[config.mk]
export PLATFORM = sky130hd
export DESIGN_NAME = bus_request_arbiter
export DESIGN_NICKNAME = d
export VERILOG_FILES = /design/src/rtl/bus_request_arbiter.sv
export SDC_FILE = /design/constraint.sdc
export NUM_CORES = 1
export LEC_CHECK = 0
export BUFFER_PORTS_ARGS = -buffer_cell sky130_fd_sc_hd__buf_2
export CORE_MARGIN = 4
export CORE_UTILIZATION = 40
export CTS_CLUSTER_DIAMETER = 80
export DETAILED_ROUTE_END_ITERATION = 8
export GPL_TIMING_DRIVEN = 0
export PLACE_DENSITY = 0.77
export REMOVE_ABC_BUFFERS = 1
export SYNTH_ARGS = -nofsm -noshare
export SYNTH_HDL_FRONTEND = slang
export SYNTH_SLANG_ARGS = --single-unit
[constraint.sdc]
create_clock -name clk -period 2.3 [get_ports clk]
set_input_delay 0.46 -clock clk [delete_from_list [all_inputs] [get_ports clk]]
set_output_delay 0.46 -clock clk [all_outputs]
set_load 0.02 [all_outputs]
[src/rtl/bus_request_arbiter.sv]
// Two-master round-robin arbiter feeding a single held vld/addr/data beat
// stream; each granted beat is held for HOLD_CYCLES cycles.
module bus_request_arbiter #(
  parameter int ADDR_W      = 8,
  parameter int DATA_W      = 16,
  parameter int HOLD_CYCLES = 2
) (
  input  logic              clk,
  input  logic              rst,
  input  logic              m0_vld,
  output logic              m0_rdy,
  input  logic [ADDR_W-1:0] m0_addr,
  input  logic [DATA_W-1:0] m0_data,
  input  logic              m1_vld,
  output logic              m1_rdy,
  input  logic [ADDR_W-1:0] m1_addr,
  input  logic [DATA_W-1:0] m1_data,
  output logic              vld,
  output logic [ADDR_W-1:0] addr,
  output logic [DATA_W-1:0] data,
  output logic              grant_id,
  output logic              busy
);

  localparam int CW =
    (HOLD_CYCLES > 1) ? $clog2(HOLD_CYCLES) : 1;
  localparam logic [CW-1:0] CNT_LOAD =
    CW'(HOLD_CYCLES - 1);

  typedef enum logic {
    S_IDLE,
    S_HOLD
  } state_t;

  state_t            r_state;
  state_t            w_state_nx;
  logic [CW-1:0]     r_cnt;
  logic [CW-1:0]     w_cnt_nx;
  logic              r_prio;
  logic              w_prio_nx;
  logic              r_vld;
  logic              w_vld_nx;
  logic [ADDR_W-1:0] r_addr;
  logic [ADDR_W-1:0] w_addr_nx;
  logic [DATA_W-1:0] r_data;
  logic [DATA_W-1:0] w_data_nx;
  logic              r_gid;
  logic              w_gid_nx;

  logic w_window;
  logic w_any;
  logic w_sel1;
  logic w_xfer;

  // The last hold cycle doubles as an accept window for back-to-back beats.
  always_comb begin
    w_window = (r_state == S_IDLE) || (r_cnt == '0);
    w_any    = m0_vld | m1_vld;
    w_sel1   = m1_vld & (~m0_vld | r_prio);
    w_xfer   = ~rst & w_window & w_any;
    m0_rdy   = w_xfer & ~w_sel1;
    m1_rdy   = w_xfer & w_sel1;
  end

  always_comb begin
    w_state_nx = r_state;
    w_cnt_nx   = r_cnt;
    w_prio_nx  = r_prio;
    w_vld_nx   = r_vld;
    w_addr_nx  = r_addr;
    w_data_nx  = r_data;
    w_gid_nx   = r_gid;
    unique case (r_state)
      S_IDLE: begin
        if (w_xfer) begin
          w_state_nx = S_HOLD;
        end
      end
      S_HOLD: begin
        if (r_cnt != '0) begin
          w_cnt_nx = r_cnt - CW'(1);
        end else if (!w_xfer) begin
          w_state_nx = S_IDLE;
          w_vld_nx   = 1'b0;
          w_addr_nx  = '0;
          w_data_nx  = '0;
          w_gid_nx   = 1'b0;
        end
      end
      default: w_state_nx = S_IDLE;
    endcase
    if (w_xfer) begin
      w_state_nx = S_HOLD;
      w_cnt_nx   = CNT_LOAD;
      w_vld_nx   = 1'b1;
      w_gid_nx   = w_sel1;
      w_prio_nx  = ~w_sel1;
      w_addr_nx  = w_sel1 ? m1_addr : m0_addr;
      w_data_nx  = w_sel1 ? m1_data : m0_data;
    end
  end

  always_ff @(posedge clk) begin
    if (rst) begin
      r_state <= S_IDLE;
      r_cnt   <= '0;
      r_prio  <= 1'b0;
      r_vld   <= 1'b0;
      r_addr  <= '0;
      r_data  <= '0;
      r_gid   <= 1'b0;
    end else begin
      r_state <= w_state_nx;
      r_cnt   <= w_cnt_nx;
      r_prio  <= w_prio_nx;
      r_vld   <= w_vld_nx;
      r_addr  <= w_addr_nx;
      r_data  <= w_data_nx;
      r_gid   <= w_gid_nx;
    end
  end

  assign vld      = r_vld;
  assign addr     = r_addr;
  assign data     = r_data;
  assign grant_id = r_gid;
  assign busy     = (r_state == S_HOLD);

endmodule

==> results.cfg, run 1 <==
[outcome]
outcome = completed

[routing]
wirelength_met1_um = 1200
dr_drc_count = 0
routed.top_layer = met4
drt_pre_antenna_iters = 4
postRouteWirelength_um = 3060
routed_wire_length_per_instance_um = 12.5
via_total_after_detailed_routing = 1214
antenna_left = 0
detail_route.iter0.violations = 25
detail_route.vias_per_cell = 4.96
met3_wire_len_um = 169
routed-wl-met2_um = 1660

[hold_path]
worstHoldStart = m1_addr[2]
path_type_of_the_worst_min_delay_path = in2reg
worst_hold_path.endpoint = addr[2]$_SDFFE_PP0P_
worst_hold_path.num_cells = 3

[synth]
synth.mux.area_fraction_pct = 19.3
synthCells = 133
synth_async_sr_flop_share_pct = 0
post_synth_fa_ha_maj_area_fraction_pct = 0
ys_seq_elements = 29
synth_compound_area_share_pct = 16.2
synth_edf_count = 0
dominant_combinational_cell_family_by_area_after_synthesis = multiplexers
synth.yosys.seq_area_share_pct = 46.7
yosysWarnings = 0
post_synth_and_or_nand_nor_area_fraction_pct = 12.8
area_of_the_mapped_netlist_mm2 = 0.00124
synth-xor-area-share_pct = 0
most_frequently_used_flop_master_after_synthesis = dfxtp_1
synth_cell_type_count = 22
avg_cell_area_syn_um2 = 9.35

[power]
total_leakage_power_nw = 0.923
power.density_mw_per_mm2 = 725
vdd.ir_drop.worst_mv = 0.358
power_mw = 1.24

[grt]
grt_pass1_vias = 1069
groute.usage.overall_pct = 14.9
grt-ovfl-total = 0
grt_antenna_before_repair = 0
grt_max_degree = 26
grt_first_pass_wirelength_um = 4810

[final_layout]
fin_area_mm2 = 0.00172
flow.area_growth_from_synthesis_pct = 38.0
final_cell_mix = buf_2, dfxtp_1, nand2_1
final.fill_count = 289
diodes = 0
postLayoutCoreUtil_pct = 60.2
finalNonFillerCells = 245
final_layout_size_suffix_gt1_share_pct = 42.5
layout.cells.most_common = buf_2
fin_nets = 265

[sta]
final_setup_violating_endpoints = 0
hold-worst-slack_ns = 0.409
setup_tns_ns = 0
timing_hold_violations_final = 0
timing_worst_slew_pin_value_ns = 0.731
final.min_clock_period_ns = 2.07
worst_clock_skew_ns = 0.00683
timing.fmax_ghz = 0.484
finalCritPeriodShare_pct = 89.9
timing.final.ws_setup_ns = 0.233
slew-limit-headroom_pct = 51.1
timing_max_transition_violations_final = 0
rsz0062_at_grt = false

[die]
die_wd_um = 63.8
pin_count = 81
core.rowCount = 19
design.core.area_mm2 = 0.00285
die_area_mm2 = 0.00407
dieHeight_um = 63.8
floorplan.initialDensity_pct = 43.6

[place]
placement.cell_area_mm2 = 0.00162
gp_congestion = 0.758
pre_cts_slack_ns = 0.0792
placedCellCount = 237
io_buffers = 80
half_perimeter_wire_length_of_the_detailed_placement_result_um = 2320

[setup_path]
r2r_setup_slack_ns = 0.69
cp_arrival_ns = 1.61
worst_r2r_path_depth = 4
path_common_cell = a21oi_1
critical_path_sink_type = output port
timing.critical_path.required_ns = 1.84
timing.critical_path.cells = a21oi_1 > nand2_4 > a21oi_1 > buf_2
startpoint_type = flop
crit_path_max_fanout = 25
critPathKind = reg2out
worst_path_largest_cell_delay_ns = 0.39
critical-path-slowest-cell = dfxtp_1
startpoint_of_the_worst_slack_reg_to_reg_timing_path = busy$_SDFF_PP0_
worst_r2r_endpoint = data[5]$_SDFFE_PP0P_
critPathLaunch = busy$_SDFF_PP0_

[cts]
clk_pin_slew_worst_paths_ns = 0.09
max-clock-path-buffers = 2
htree_num_levels = 2
cts_buffers = 5
ctsRootBufferMaster = clkbuf_4
tritoncts_sink_count = 29
clock_insertion_delay_worst_skew_ns = 0.31
cts_tree = yes

[run]
max_cap_viol_count = 0
-- area by class of cell --
cell class	instances	area (um^2)	area share, %
Clock inverter	1	30.0	1.75
Tap cell	31	38.8	2.26
Inverter	1	3.75	0.219
Clock buffer	7	55.1	3.21
Sequential cell	29	581	33.8
Multi-Input combinational cell	96	608	35.4
Timing Repair Buffer	80	400	23.3
-- power by group --
group          total (mW)  switching [mW]  internal, mW
Clock               0.427           0.167         0.260
Sequential          0.568          0.0228         0.545
Combinational       0.250           0.145         0.105
-- flip-flops by register name, indices dropped and copies added (netlist names) --
| register | flops |
|---|---|
| busy | 1 |
| grant_id | 1 |
| r_cnt | 1 |
| vld | 1 |
| r_prio | 1 |
| addr | 8 |
| data | 16 |
-- cells by family (layout without fill, tap and decap cells) --
| family | Yosys count | after routing |
|---|---|---|
| AO/OA/AOI/OAI | 36 | 36 |
| buffers and inverters | 8 | 89 |
| flip-flops | 29 | 29 |
| multiplexers | 24 | 24 |
| AND/OR/NAND/NOR | 36 | 36 |
-- worst max-delay path by stage --
stage / to / slack [ns] / cells after the start
6_report: m0_rdy / 0.23 / 4
4_1_cts: m0_rdy / 0.14 / 4
2_1_floorplan: m0_rdy / 0.47 / 3
3_3_place_gp: m0_rdy / 0.06 / 5
5_1_grt: m0_rdy / 0.07 / 4
3_5_place_dp: m0_rdy / 0.08 / 5
-- routing by layer --
layer	vias to the layer above	global-route usage (%)
met5	-	0
met4	0	5.66
li1	619	-
met1	552	15.3
met2	41	28.2
met3	2	4.38
-- what timing repair did --
action / in CTS / in global routing
endpoints found under the setup margin: 1 / 1
hold buffers: 0 / 0
buffers inserted: 0 / 0
resized for setup: 1 / 1
-- synth_stat cells, types with 2 or more instances --
library cell  number  share of area [%]
nand2_1           27                8.1
nor2_1             2               0.60
buf_6              3                2.7
mux2i_1           24                 19
buf_4              2                1.2
a21oi_1            7                2.8
dfxtp_1           29                 47
o21ai_0           20                8.0
nand2b_1           2                1.0
o21ai_1            5                2.0
-- critical path, delay by kind of cell (launching register included) --
kind                   cells  cell delay, ns
AO/OA/AOI/OAI              2            0.50
buffers and inverters      1            0.18
AND/OR/NAND/NOR            1            0.22
flip-flops                 1            0.39
Power figures use the tool's default switching activity.
==> run 2, diff against run 1 <==
ABC_CLOCK_PERIOD_IN_PS = 1950   (was unset)
clock period = 1.95 ns   (was 2.3 ns; I/O delays follow)
==> results.cfg, run 2 (synthesized netlist as in run 1, its figures left out) <==
[place]
half_perimeter_wire_length_of_the_detailed_placement_result_um = 2320
placedCellCount = 237
gp_congestion = 0.758
io_buffers = 80

[die]
core.rowCount = 19
die_area_mm2 = 0.00407
design.core.area_mm2 = 0.00285
pin_count = 81
dieHeight_um = 63.8
die_wd_um = 63.8
floorplan.initialDensity_pct = 43.6

[hold_path]
path_type_of_the_worst_min_delay_path = in2reg
worst_hold_path.endpoint = addr[2]$_SDFFE_PP0P_
worst_hold_path.num_cells = 3
worstHoldStart = m1_addr[2]

[setup_path]
timing.critical_path.required_ns = 1.56
cp_arrival_ns = 1.44
startpoint_type = flop
worst_path_largest_cell_delay_ns = 0.41
timing.critical_path.cells = a21oi_4 > nand2_8 > a21oi_1 > buf_2
r2r_setup_slack_ns = 0.31
cp.buffers_inverters = 1
critical_path_sink_type = output port
worst_r2r_endpoint = data[5]$_SDFFE_PP0P_
critPathTopFamily = flip-flops
critPathKind = reg2out
startpoint_of_the_worst_slack_reg_to_reg_timing_path = busy$_SDFF_PP0_
crit_path_max_fanout = 25
critical-path-slowest-cell = dfxtp_1
worst_r2r_path_depth = 4

[sta]
finalCritPeriodShare_pct = 93.6
worst_clock_skew_ns = 0.00480
final_setup_violating_endpoints = 0
timing_worst_slew_pin_value_ns = 0.745
setup_tns_ns = 0
slew-limit-headroom_pct = 50.2
timing.fmax_ghz = 0.548
final.min_clock_period_ns = 1.83
rsz0062_at_grt = false
timing_hold_violations_final = 0
timing_max_transition_violations_final = 0

[final_layout]
final_layout_size_suffix_gt1_share_pct = 43.0
largest_register_ffs = 16
diodes = 0
final_cell_mix = buf_2, dfxtp_1, nand2_1
fin_nets = 265
finalNonFillerCells = 245
flow.area_growth_from_synthesis_pct = 39.6
layout.cells.most_common = buf_2

[routing]
detail_route.iter0.violations = 23
met3_wire_len_um = 178
routed-wl-met2_um = 1680
dr_drc_count = 0
antenna_left = 0
wirelength_met1_um = 1180
postRouteWirelength_um = 3080
via_total_after_detailed_routing = 1215
routed.top_layer = met4
detail_route.vias_per_cell = 4.96
drt_pre_antenna_iters = 4
routed_wire_length_per_instance_um = 12.6

[cts]
ctsRootBufferMaster = clkbuf_4
max-clock-path-buffers = 2
cts_hold_buf = 0
cts_buffers = 5
tritoncts_sink_count = 29
postCtsSetupRepairBufs = 0
cts_tree = yes
clock_insertion_delay_worst_skew_ns = 0.31
clk_pin_slew_worst_paths_ns = 0.09
htree_num_levels = 2

[power]
power_switching_share_pct = 27.1
p_comb_share_pct = 20.3
power.density_mw_per_mm2 = 851
power_mw = 1.48
power_report.internal_total_mw = 1.08
share_seq_of_total_power_pct = 45.4
vdd.ir_drop.worst_mv = 0.423
net-switching-power_mw = 0.401
clockPowerShare_pct = 34.2
total_leakage_power_nw = 0.924

[grt]
grt_pass1_vias = 1069
grt_max_degree = 26
groute.usage.overall_pct = 14.9
grt_antenna_before_repair = 0
grt-ovfl-total = 0
grt_first_pass_wirelength_um = 4810

[run]
max_cap_viol_count = 0

[outcome]
outcome = completed
==> run 2: cell counts in the layout (fill, tap and decap cells not counted) <==
No cell type changed its count.
==> run 2: power groups by stage <==
stage,clock (mW),sequential (mW),combinational [mW]
floorplan,0,0.742,0.109
global placement,0,0.682,0.293
detailed placement,0,0.684,0.298
CTS,0.517,0.671,0.301
global route,0.548,0.679,0.329
finish,0.506,0.671,0.301
==> run 2: worst max path at each step <==
stage | startpoint | endpoint | slack (ns) | cells after the start
after global routing | busy$_SDFF_PP0_ | m0_rdy | 0.01 | 4
after global placement | rst | m0_rdy | -0.15 | 5
final | busy$_SDFF_PP0_ | m0_rdy | 0.12 | 4
after detailed placement | rst | m0_rdy | -0.13 | 5
after CTS | busy$_SDFF_PP0_ | m0_rdy | 0.05 | 4
after floorplan | busy$_SDFF_PP0_ | m0_rdy | 0.19 | 3
==> run 2: tightest hold or removal path, stage by stage <==
cell and delay [ns]:
buf_2 0.08, mux2i_1 0.05, o21ai_1 0.10
==> run 2: routing by layer <==
layer	vias to the layer above	GRT usage (%)
li1	624	-
met3	5	4.38
met2	41	28.2
met1	545	15.3
met5	-	0
met4	0	5.66
==> run 2: layout make-up <==
| cell class | count | area, um^2 |
|---|---|---|
| inverters | 1 | 3.75 |
| fillers | 285 | 1120 |
| multi-input cells | 96 | 628 |
| clock inverters | 1 | 30.0 |
| repair buffers | 80 | 400 |
| flip-flops and latches | 29 | 581 |
| well taps | 31 | 38.8 |
| clock buffers | 7 | 55.1 |
==> run 2: timing repair <==
| action | in CTS | in global routing |
|---|---|---|
| hold endpoints to repair | 0 | 0 |
| setup endpoints to repair | 1 | 1 |
| pin swaps | 0 | 1 |
| resized for setup | 3 | 2 |
==> run 2: per-stage QoR <==
stage / utilization (%) / hold slack (ns) / cell area, um^2 / setup WS [ns]
3_5_place_dp: 56.9 / 0.439 / 1620 / -0.131
4_1_cts: 60.3 / 0.325 / 1720 / 0.0531
6_report: 60.9 / 0.337 / 1740 / 0.125
3_3_place_gp: 56.9 / 0.430 / 1620 / -0.147
5_1_grt: 60.9 / 0.323 / 1740 / 0.0143
2_1_floorplan: - / 0.459 / 1180 / 0.190
